==> src/rtl/stack_controller_pkg.sv <==
// Shared encodings and geometry defaults for the burger-stacking game.
// The draw block imports the same geometry so both sides agree on layer sizes.
package stack_controller_pkg;

    localparam int DEF_HEIGHT_RATIO = 20;
    localparam int DEF_WIDTH        = 150;
    localparam int DEF_BASE_Y       = 400;

    localparam logic [31:0] COLORS_RESET = 32'h0000_0001;

    typedef enum logic [1:0] {
        COL_EMPTY = 2'b00,
        COL_GREEN = 2'b01,
        COL_RED   = 2'b10,
        COL_BLUE  = 2'b11
    } color_e;

    typedef enum logic [2:0] {
        ST_IDLE,
        ST_SPAWN,
        ST_FALL,
        ST_CHECK,
        ST_OVER,
        ST_WIN
    } state_e;

endpackage

==> src/rtl/stack_controller_if.sv <==
// Player/frame inputs and renderer-facing outputs of the stack sequencer.
// master drives the inputs (debouncers, divider); slave is the sequencer itself.
interface stack_controller_if;
    import stack_controller_pkg::*;

    logic        tick;
    logic        start;
    logic        fast_drop;
    logic [9:0]  pos_x;
    logic [31:0] colors;
    logic [3:0]  height;
    logic [9:0]  fall_x;
    logic [9:0]  fall_y;
    color_e      fall_color;
    logic        fall_valid;
    logic [1:0]  lives;
    logic        game_over;
    logic        game_win;

    modport master (
        output tick, start, fast_drop, pos_x,
        input  colors, height, fall_x, fall_y, fall_color, fall_valid,
               lives, game_over, game_win
    );

    modport slave (
        input  tick, start, fast_drop, pos_x,
        output colors, height, fall_x, fall_y, fall_color, fall_valid,
               lives, game_over, game_win
    );
endinterface

==> src/rtl/stack_lfsr.sv <==
// 16-bit Fibonacci LFSR (taps 16,14,13,11), right-shifting, feedback into the MSB.
module stack_lfsr #(
    parameter logic [15:0] SEED = 16'hACE1
) (
    input  logic        clk_i,
    input  logic        rst_ni,
    input  logic        en_i,
    output logic [15:0] lfsr_o
);
    logic [15:0] lfsr_q, lfsr_d;
    logic        fb;

    always_comb begin
        fb     = lfsr_q[0] ^ lfsr_q[2] ^ lfsr_q[3] ^ lfsr_q[5];
        lfsr_d = en_i ? {fb, lfsr_q[15:1]} : lfsr_q;
    end

    always_ff @(posedge clk_i or negedge rst_ni) begin
        if (!rst_ni) lfsr_q <= SEED;
        else         lfsr_q <= lfsr_d;
    end

    assign lfsr_o = lfsr_q;
endmodule

==> src/rtl/stack_controller.sv <==
// Game sequencer: spawns a falling ingredient, drops it per frame tick, and
// commits catch/miss into the packed stack word, height and lives.
module stack_controller
    import stack_controller_pkg::*;
#(
    parameter int          HEIGHT_RATIO = DEF_HEIGHT_RATIO,
    parameter int          WIDTH        = DEF_WIDTH,
    parameter int          BASE_Y       = DEF_BASE_Y,
    parameter int          SPAWN_Y      = 0,
    parameter int          FALL_STEP    = 4,
    parameter int          FAST_MUL     = 4,
    parameter int          X_MAX        = 490,
    parameter int          LIVES        = 3,
    parameter logic [15:0] SEED         = 16'hACE1
) (
    input logic               clk_i,
    input logic               rst_ni,
    stack_controller_if.slave bus
);
    localparam logic [10:0] HR         = 11'(HEIGHT_RATIO);
    localparam logic [10:0] WD         = 11'(WIDTH);
    localparam logic [10:0] BY         = 11'(BASE_Y);
    localparam logic [9:0]  SY         = 10'(SPAWN_Y);
    localparam logic [10:0] STEP_SLOW  = 11'(FALL_STEP);
    localparam logic [10:0] STEP_FAST  = 11'(FALL_STEP * FAST_MUL);
    localparam logic [9:0]  XMAX       = 10'(X_MAX);
    localparam logic [1:0]  LIVES_INIT = 2'(LIVES);

    state_e      state_q, state_d;
    logic [31:0] colors_q, colors_d;
    logic [3:0]  height_q, height_d;
    logic [9:0]  fall_x_q, fall_x_d;
    logic [9:0]  fall_y_q, fall_y_d;
    color_e      fall_color_q, fall_color_d;
    logic        fall_valid_q, fall_valid_d;
    logic [1:0]  lives_q, lives_d;
    logic        over_q, over_d;
    logic        win_q, win_d;

    logic [15:0] lfsr_q;
    logic        unused_lfsr_bits;
    logic [10:0] catch_line;
    logic [10:0] new_y;
    logic [9:0]  raw_x;
    logic [4:0]  slot_lsb;
    logic        overlap;

    stack_lfsr #(.SEED(SEED)) u_lfsr (
        .clk_i  (clk_i),
        .rst_ni (rst_ni),
        .en_i   (1'b1),
        .lfsr_o (lfsr_q)
    );

    assign unused_lfsr_bits = ^lfsr_q[15:11];

    always_comb begin
        state_d      = state_q;
        colors_d     = colors_q;
        height_d     = height_q;
        fall_x_d     = fall_x_q;
        fall_y_d     = fall_y_q;
        fall_color_d = fall_color_q;
        fall_valid_d = fall_valid_q;
        lives_d      = lives_q;
        over_d       = over_q;
        win_d        = win_q;

        catch_line = BY - (11'(height_q) * HR);
        new_y      = 11'(fall_y_q) + (bus.fast_drop ? STEP_FAST : STEP_SLOW);
        raw_x      = 10'(lfsr_q[8:0]);
        slot_lsb   = {height_q + 4'd1, 1'b0};
        overlap    = (11'(fall_x_q) < 11'(bus.pos_x) + WD) &&
                     (11'(bus.pos_x) < 11'(fall_x_q) + WD);

        unique case (state_q)
            ST_IDLE, ST_OVER, ST_WIN: begin
                if (bus.start) begin
                    colors_d = COLORS_RESET;
                    height_d = 4'd0;
                    lives_d  = LIVES_INIT;
                    over_d   = 1'b0;
                    win_d    = 1'b0;
                    state_d  = ST_SPAWN;
                end
            end
            ST_SPAWN: begin
                // Out-of-range x folds back by 256 so every LFSR value yields a legal spawn.
                fall_x_d     = (raw_x <= XMAX) ? raw_x : raw_x - 10'd256;
                fall_color_d = (lfsr_q[10:9] == 2'b00) ? COL_RED : color_e'(lfsr_q[10:9]);
                fall_y_d     = SY;
                fall_valid_d = 1'b1;
                state_d      = ST_FALL;
            end
            ST_FALL: begin
                if (bus.tick) begin
                    if (new_y + HR >= catch_line) begin
                        fall_y_d = 10'(catch_line - HR);
                        state_d  = ST_CHECK;
                    end else begin
                        fall_y_d = new_y[9:0];
                    end
                end
            end
            ST_CHECK: begin
                fall_valid_d = 1'b0;
                if (overlap) begin
                    colors_d[slot_lsb +: 2] = fall_color_q;
                    height_d                = height_q + 4'd1;
                    if (height_d == 4'd15) begin
                        win_d   = 1'b1;
                        state_d = ST_WIN;
                    end else begin
                        state_d = ST_SPAWN;
                    end
                end else begin
                    lives_d = lives_q - 2'd1;
                    if (lives_d == 2'd0) begin
                        over_d  = 1'b1;
                        state_d = ST_OVER;
                    end else begin
                        state_d = ST_SPAWN;
                    end
                end
            end
            default: state_d = ST_IDLE;
        endcase
    end

    always_ff @(posedge clk_i or negedge rst_ni) begin
        if (!rst_ni) begin
            state_q      <= ST_IDLE;
            colors_q     <= COLORS_RESET;
            height_q     <= 4'd0;
            fall_x_q     <= 10'd0;
            fall_y_q     <= 10'd0;
            fall_color_q <= COL_EMPTY;
            fall_valid_q <= 1'b0;
            lives_q      <= LIVES_INIT;
            over_q       <= 1'b0;
            win_q        <= 1'b0;
        end else begin
            state_q      <= state_d;
            colors_q     <= colors_d;
            height_q     <= height_d;
            fall_x_q     <= fall_x_d;
            fall_y_q     <= fall_y_d;
            fall_color_q <= fall_color_d;
            fall_valid_q <= fall_valid_d;
            lives_q      <= lives_d;
            over_q       <= over_d;
            win_q        <= win_d;
        end
    end

    assign bus.colors     = colors_q;
    assign bus.height     = height_q;
    assign bus.fall_x     = fall_x_q;
    assign bus.fall_y     = fall_y_q;
    assign bus.fall_color = fall_color_q;
    assign bus.fall_valid = fall_valid_q;
    assign bus.lives      = lives_q;
    assign bus.game_over  = over_q;
    assign bus.game_win   = win_q;
endmodule
==> src/flat_wrapper.sv <==
// flat-port wrapper written by rule: the top's interface ports become plain ports
module stack_controller_flat import stack_controller_pkg::*;
#(
    parameter int          HEIGHT_RATIO = DEF_HEIGHT_RATIO,
    parameter int          WIDTH        = DEF_WIDTH,
    parameter int          BASE_Y       = DEF_BASE_Y,
    parameter int          SPAWN_Y      = 0,
    parameter int          FALL_STEP    = 4,
    parameter int          FAST_MUL     = 4,
    parameter int          X_MAX        = 490,
    parameter int          LIVES        = 3,
    parameter logic [15:0] SEED         = 16'hACE1
)
  (clk_i, rst_ni, bus_tick, bus_start, bus_fast_drop, bus_pos_x, bus_colors, bus_height, bus_fall_x, bus_fall_y, bus_fall_color, bus_fall_valid, bus_lives, bus_game_over, bus_game_win);
  stack_controller_if bus_i ();
  input logic clk_i;
  input logic rst_ni;
  input wire logic [$bits(bus_i.tick)-1:0] bus_tick;
  input wire logic [$bits(bus_i.start)-1:0] bus_start;
  input wire logic [$bits(bus_i.fast_drop)-1:0] bus_fast_drop;
  input wire logic [$bits(bus_i.pos_x)-1:0] bus_pos_x;
  output wire logic [$bits(bus_i.colors)-1:0] bus_colors;
  output wire logic [$bits(bus_i.height)-1:0] bus_height;
  output wire logic [$bits(bus_i.fall_x)-1:0] bus_fall_x;
  output wire logic [$bits(bus_i.fall_y)-1:0] bus_fall_y;
  output wire logic [$bits(bus_i.fall_color)-1:0] bus_fall_color;
  output wire logic [$bits(bus_i.fall_valid)-1:0] bus_fall_valid;
  output wire logic [$bits(bus_i.lives)-1:0] bus_lives;
  output wire logic [$bits(bus_i.game_over)-1:0] bus_game_over;
  output wire logic [$bits(bus_i.game_win)-1:0] bus_game_win;
  assign bus_i.tick = bus_tick;
  assign bus_i.start = bus_start;
  assign bus_i.fast_drop = bus_fast_drop;
  assign bus_i.pos_x = bus_pos_x;
  assign bus_colors = bus_i.colors;
  assign bus_height = bus_i.height;
  assign bus_fall_x = bus_i.fall_x;
  assign bus_fall_y = bus_i.fall_y;
  assign bus_fall_color = bus_i.fall_color;
  assign bus_fall_valid = bus_i.fall_valid;
  assign bus_lives = bus_i.lives;
  assign bus_game_over = bus_i.game_over;
  assign bus_game_win = bus_i.game_win;
  stack_controller #(.HEIGHT_RATIO(HEIGHT_RATIO), .WIDTH(WIDTH), .BASE_Y(BASE_Y), .SPAWN_Y(SPAWN_Y), .FALL_STEP(FALL_STEP), .FAST_MUL(FAST_MUL), .X_MAX(X_MAX), .LIVES(LIVES), .SEED(SEED)) u_core (.clk_i(clk_i), .rst_ni(rst_ni), .bus(bus_i));
endmodule
==> config.mk <==
export PLATFORM = sky130hd
export DESIGN_NAME = stack_controller_flat
export DESIGN_NICKNAME = d
export VERILOG_FILES = /design/src/rtl/stack_controller_pkg.sv /design/src/rtl/stack_controller_if.sv /design/src/rtl/stack_lfsr.sv /design/src/rtl/stack_controller.sv /design/src/flat_wrapper.sv
export SDC_FILE = /design/constraint.sdc
export NUM_CORES = 1
export LEC_CHECK = 0
export ABC_AREA = 1
export CAP_MARGIN = 5
export CELL_PAD_IN_SITES_DETAIL_PLACEMENT = 1
export CELL_PAD_IN_SITES_GLOBAL_PLACEMENT = 1
export CORE_MARGIN = 1
export CORE_UTILIZATION = 40
export CTS_CLUSTER_DIAMETER = 200
export DETAILED_ROUTE_END_ITERATION = 10
export GPL_ROUTABILITY_DRIVEN = 0
export GPL_TIMING_DRIVEN = 0
export PLACE_DENSITY = 0.86
export SLEW_MARGIN = 40
export SYNTH_ARGS = -nofsm -noshare
export SYNTH_HDL_FRONTEND = slang
export SYNTH_SLANG_ARGS = --single-unit
==> constraint.sdc <==
create_clock -name clk_i -period 3.8 [get_ports clk_i]
set_input_delay 0.76 -clock clk_i [delete_from_list [all_inputs] [get_ports clk_i]]
set_output_delay 0.76 -clock clk_i [all_outputs]
set_load 0.02 [all_outputs]
After elaboration in Yosys (flattened, before gate mapping)
Cells that the tools add are included.
{"block": "totals", "ff_bits": 82, "in_bits": 15, "output_inout_bits": 63, "wordCells": 89}
{"block": "classes", "add_sub_neg": 10, "n_mul": 1, "magnitude_cmp": 4, "n_eq_ne": 13, "n_shift": 2, "mux": 31, "n_bitwise": 3, "reduce_logical": 14}
{"cell": "32-bit two-way mux", "n": 2}
{"cell": "32-bit case mux with 2 select lines", "n": 1}
{"cell": "32-bit bitwise mux", "n": 1}
{"cell": "2-bit by 7-bit variable shift with 32-bit output, first input constant", "n": 1}
{"cell": "2-bit by 7-bit variable part select with 32-bit output", "n": 1}
{"cell": "10-bit two-way mux", "n": 3}
{"cell": "10-bit by 8-bit adder with 11-bit output, second input constant", "n": 2}
{"cell": "10-bit by 11-bit < comparator with 1-bit output", "n": 2}
{"cell": "10-bit case mux with 2 select lines", "n": 1}
{"cell": "3-bit two-way mux", "n": 6}
{"cell": "3-bit case mux with 4 select lines", "n": 1}
{"cell": "10-bit by 11-bit adder with 11-bit output", "n": 1}
{"cell": "11-bit by 5-bit adder with 11-bit output, second input constant", "n": 1}
{"cell": "11-bit greater-or-equal comparator", "n": 1}
{"cell": "10-bit by 5-bit subtractor with 10-bit output, second input constant", "n": 1}
{"cell": "9-bit by 9-bit subtractor with 10-bit output, first input constant", "n": 1}
{"cell": "9-bit by 9-bit subtractor with 10-bit output, second input constant", "n": 1}
{"cell": "9-bit less-or-equal comparator, second input constant", "n": 1}
{"cell": "3-bit AND reduction", "n": 3}
{"cell": "4-bit two-way mux", "n": 2}
{"cell": "2-bit by 1-bit != test with 1-bit output, second input constant", "n": 4}
{"cell": "4-bit case mux with 2 select lines", "n": 1}
{"cell": "4-bit AND reduction", "n": 2}
{"cell": "4-bit by 3-bit multiplier with 7-bit output, second input constant", "n": 1}
{"cell": "other kinds (20)", "n": 37}

Logic depth before layout (Yosys ltp)
{"block": "logic_depth", "ltp_word": 7, "mapped_depth": 21, "mapped_depth_nobuf": 21}

Cells and area by module
From an unflattened synthesis, not the netlist that was laid out.
{"block": "unflattened", "hier_cells": 736, "hier_area_um2": 5520.3}
{"module": "stack_controller", "instances": 1, "cells_each": 657, "area_each_um2": 4829.6, "seq_area_each_um2": 1605.3}
{"module": "stack_lfsr", "instances": 1, "cells_each": 79, "area_each_um2": 690.7, "seq_area_each_um2": 410.4}

Least setup slack after synthesis
No wires, ideal clock.
{"block": "synth_timing", "kind": "register to register", "start": "register u_core.height_q[1] (netlist: u_core.bus.height[1])", "end": "register u_core.fall_y_q[9] (netlist: u_core.bus.fall_y[9])", "setup_ns": 0.129, "t_arrival_ns": 3.232, "required_time_ns": 3.671, "setup_slack_ns": 0.440, "path_stages_with_launch": 17, "n_path_buf": 1, "synth_period_minus_slack_ns": 3.360, "cell_sequence": "dfrtp_1 ha_1 ha_1 inv_1 fa_1 xnor2_1 nand2_1 xnor2_1 inv_1 ha_1 a21oi_1 o21ai_0 a21oi_1 nand3_1 clkbuf_1 o21ai_0 o22ai_1"}
{"block": "synth_via", "elab_chain_cells": 6, "word_cells_on_any_way": 7, "cone_classes": "add/sub: 2; mul: 1; order compare: 1; mux: 3"}
{"item": "start, declared", "line_no": "stack_controller.sv:31", "text": "logic [3:0] height_q, height_d;"}
{"item": "start signal, assigned", "line_no": "stack_controller.sv:145", "text": "height_q <= height_d;"}
{"item": "4-bit by 3-bit multiplier with 7-bit output *", "line_no": "stack_controller.sv:69", "text": "catch_line = BY - (11'(height_q) * HR);"}
{"item": "9-bit by 9-bit subtractor with 10-bit output *", "line_no": "stack_controller.sv:69"}
{"item": "10-bit by 5-bit subtractor with 10-bit output or 11-bit greater-or-equal comparator (tied branches)", "line_no": "stack_controller.sv:98, stack_controller.sv:97"}
{"item": "10-bit two-way mux *", "line_no": "stack_controller.sv:97", "text": "if (new_y + HR >= catch_line) begin"}
{"item": "10-bit two-way mux *", "line_no": "stack_controller.sv:96", "text": "if (bus.tick) begin"}
{"item": "10-bit case mux with 2 select lines *", "line_no": "stack_controller.sv:76", "text": "unique case (state_q)"}
{"item": "end signal, assigned", "line_no": "stack_controller.sv:147", "text": "fall_y_q <= fall_y_d;"}
{"item": "end, declared", "line_no": "stack_controller.sv:33", "text": "logic [9:0] fall_y_q, fall_y_d;"}
Mark *: on every way between the ends. The rest lies on a longest branch, timed or not. The select of a mux whose other input is x is not followed.
A chain may end at the register's enable or synchronous reset.

Final worst setup path
{"block": "layout_timing", "start": "input port bus_fast_drop", "end": "register u_core.fall_y_q[5] (netlist: u_core.bus.fall_y[5])"}
{"block": "layout_via", "elab_chain_cells": 7}
{"item": "start, declared", "line_no": "flat_wrapper.sv:20", "text": "input wire logic [$bits(bus_i.fast_drop)-1:0] bus_fast_drop;"}
{"item": "5-bit two-way mux *", "line_no": "stack_controller.sv:70", "text": "new_y = 11'(fall_y_q) + (bus.fast_drop ? STEP_FAST : STEP_SLOW);"}
{"item": "10-bit by 11-bit adder with 11-bit output *", "line_no": "stack_controller.sv:70"}
{"item": "11-bit by 5-bit adder with 11-bit output", "line_no": "stack_controller.sv:97"}
{"item": "11-bit greater-or-equal comparator", "line_no": "stack_controller.sv:97"}
{"item": "10-bit two-way mux *", "line_no": "stack_controller.sv:97"}
{"item": "10-bit two-way mux *", "line_no": "stack_controller.sv:96"}
{"item": "10-bit case mux with 2 select lines *", "line_no": "stack_controller.sv:76"}
Marked as above.

==> flow_summary.yaml <==
cells_and_area:
  multi_input_area_um2: 3044
  fillCellCount: 1583
  drive_gt1_share_pct: 12.47
  seqCellArea_um2: 2018
  design_area_um2: 6859
  fin_cells: 966
  area_delta_synth_final_pct: 29.75
  nets: 849
  antenna_cells: 0
detailed_routing:
  via_per_inst: 5.297
  wirelength_um: 17030
  wl_per_cell_um: 17.63
  vias: 5117
  drc: 0
  drt-initial-drc-count: 270
  first_pass_iters: 4
  ant_nets: 0
setup_path:
  endpoint_kind: "flop"
  rr_startpoint: "u_core.bus.height[2]"
  worst-path-max-fanout: 5
  crit_top_cell: "nand2_1"
  slowest_delay_ns: 0.29
  crit_type: "input port to flop"
  r2r.worst_path.cells: 15
  timing.rr.end: "u_core.bus.fall_y[5]"
  cpMaxStageDelayCell: "clkdlybuf4s15_1"
  critPathArrivalTime_ns: 3.98
  cp_cell_sequence: "clkdlybuf4s15_1 -> inv_2 -> ha_4 -> ha_4 -> ha_2 -> inv_1 -> nand2_1 -> nand2_1 -> nor2_2 -> nand2_1 -> or2_1 -> o21ai_2 -> ha_1 -> a21oi_2 -> o21ai_1 -> a21oi_1 -> nand3_2 -> clkbuf_8 -> o211ai_1 -> o21ai_1"
  cp.required_ns: 4.01
  regToRegSetupSlack_ns: 0.23
  critPathLaunchType: "input port"
yosys:
  synth-edff-count: 0
  async_flop_share_pct: 100.0
  synthesis.instances: 688
  synth_common_cells: "212 x nand2_1, 72 x inv_1, 72 x nand3_1"
  ys_seq_area_share_pct: 38.13
  synth_ff_type: "dfrtp_1"
  syn_area_per_cell_um2: 7.684
  synth_area_leaders: "dfrtp_1 33%, nand2_1 15%, ha_1 10%"
  yosysTopAreaCellShare_pct: 32.66
  yosysMostFrequentCell: "nand2_1"
  ys_seq_elements: 80
  synth_area_um2: 5286
  synth_cell_type_count: 39
  yosys.area.top_type: "dfrtp_1"
  ys_warn_count: 0
die:
  die_w_um: 117.0
  rows: 41
  die_h_um: 117.0
  core_area_um2: 12770
  dieArea_um2: 13680
  initial_core_util_pct: 41.39
  io_pins: 78
cts:
  numCtsBuffers: 9
  cts_tree: "done"
  insertion_delay_ns: 0.34
  clk_pin_slew_ns: 0.06
  cts_root_buf: "clkbuf_16"
  clock_path_buffers: 2
  ctsHtreeMaxLevel: 3
  clock_sinks: 80
pwr:
  p_total_mw: 3.946
  p_leak_nw: 3.372
  p_per_area_nw_per_um2: 575.3
  ir_worst_vdd_mv: 0.3154
timing:
  max_slew_margin_pct: 61.60
  fin_skew_ns: 0.005703
  hold_violations: 0
  slew_violations: 0
  min_period_ns: 3.772
  max_freq_mhz: 265.1
  post-route-period-util_pct: 99.25
  whs_ns: 0.3090
  worstMarginPinSlew_ns: 0.5760
  finalSetupViolations: 0
global_route:
  grt.overflow.total: 0
  antenna_found_initial: 0
  grt_pass1_wl_um: 26640
  grt_usage_pct: 25.41
  grt_pass1_vias: 5411
  grt_max_degree: 47
outcome:
  status: "complete, no violations"
placed_design:
  placed_cell_area_um2: 6285
  dp_cells: 937
  dp_hpwl_um: 12170
  numPortBuffers: 75
run:
  drv_cap: 0
hold_path:
  worst_hold_path_type: "input port to asynchronous set/reset pin"
==> sequential cells by signal, summed over array words and instances, names as in the netlist <==
signal                 count
u_core.bus.fall_y          8
u_core.state_q             3
u_core.bus.game_win        1
u_core.u_lfsr.lfsr_o      16
u_core.bus.height          4
u_core.bus.fall_x         10
u_core.bus.fall_valid      1
u_core.bus.colors         32
u_core.bus.lives           2
u_core.bus.game_over       1
u_core.bus.fall_color      2
==> cell type report <==
type                            count  area share [%]
Buffer                             14           1.696
Clock buffer                       10           3.338
Clock inverter                      6           1.022
Inverter                           74           4.104
Multi-Input combinational cell    520           44.38
Sequential cell                    80           29.42
Tap cell                          172           3.138
Timing Repair Buffer               90           12.90
==> worst max path at each step <==
stage,startpoint,to,depth (start not counted)
floorplan,u_core.bus.height[1],u_core.bus.fall_y[9],16
global placement,rst_ni,u_core.bus.colors[22],1
detailed placement,bus_fast_drop,u_core.bus.fall_y[7],21
CTS,u_core.bus.height[1],u_core.bus.fall_y[5],16
global route,bus_fast_drop,u_core.state_q[0],20
finish,bus_fast_drop,u_core.bus.fall_y[5],20
==> layer usage <==
| metal | up-vias | GRT usage (%) | share of wire, % |
|---|---|---|---|
| li1 | 2415 | - | - |
| met1 | 2540 | 31.12 | 41 |
| met2 | 130 | 45.13 | 52 |
| met3 | 32 | 4.119 | 3.8 |
| met4 | 0 | 9.198 | 2.5 |
| met5 | - | 0 | 0 |
==> repair_timing <==
| item | 4_1_cts | 5_1_grt |
|---|---|---|
| pin swaps | 3 | 7 |
| gates resized for setup | 8 | 29 |
| setup endpoints to repair | 9 | 9 |
| buffers inserted | 0 | 13 |
| gates cloned | 1 | 0 |
| hold buffers | 0 | 0 |
==> critical path: cells and delay by family <==
family                     cells  cell delay [ns]
adders and majority gates      4             0.93
and+or+nand+nor                6             0.75
AOI/OAI and AO/OA              6             0.91
buffers and inverters          4             0.62
==> per-stage QoR <==
stage	TNS (ns)	setup slack (ns)	util, %
detailed placement	-5.743	-0.6982	49.20
global placement	-55.62	-0.7611	48.98
finish	0	0.02845	53.70
floorplan	0	0.4396	-
global route	-0.6459	-0.1393	53.70
CTS	0	0.02657	51.87
==> layout by cell type (no fill, tap or decap), drive strengths merged <==
master | Yosys | final
a21o | 2 | 2
a21oi | 26 | 26
buf | 10 | 25
bufinv | 0 | 1
clkbuf | 5 | 15
clkdlybuf4s15 | 0 | 1
clkdlybuf4s50 | 0 | 73
clkinv | 0 | 5
clkinvlp | 0 | 1
conb | 1 | 2
dfrtp | 69 | 69
dfstp | 11 | 11
fa | 1 | 1
ha | 44 | 44
inv | 74 | 73
nand2 | 215 | 215
nand3 | 76 | 76
nand3b | 4 | 4
nand4 | 5 | 5
nor2 | 56 | 56
nor3 | 7 | 7
o211ai | 4 | 4
o21a | 1 | 1
o21ai | 32 | 32
o21bai | 3 | 3
o22ai | 1 | 1
or2 | 5 | 5
xnor2 | 13 | 13
xor2 | 23 | 23
==> power breakdown <==
part	switching (mW)	internal [mW]	leakage, nW	total, mW
Clock	0.350	0.512	0.147	0.862
Sequential	0.103	0.957	1.06	1.06
Combinational	1.31	0.714	2.17	2.02
==> cells by family after synthesis <==
family / after synthesis / share of synthesized area [%]
flip-flops: 80 / 38.13
XOR/XNOR: 36 / 6.391
other: 1 / 0.07094
buffers and inverters: 89 / 7.337
adder cells (fa/ha/maj): 45 / 10.79
AO/OA/AOI/OAI: 69 / 7.101
AND/OR/NAND/NOR: 368 / 30.18
Note: power is estimated with default switching activity, not from simulation.
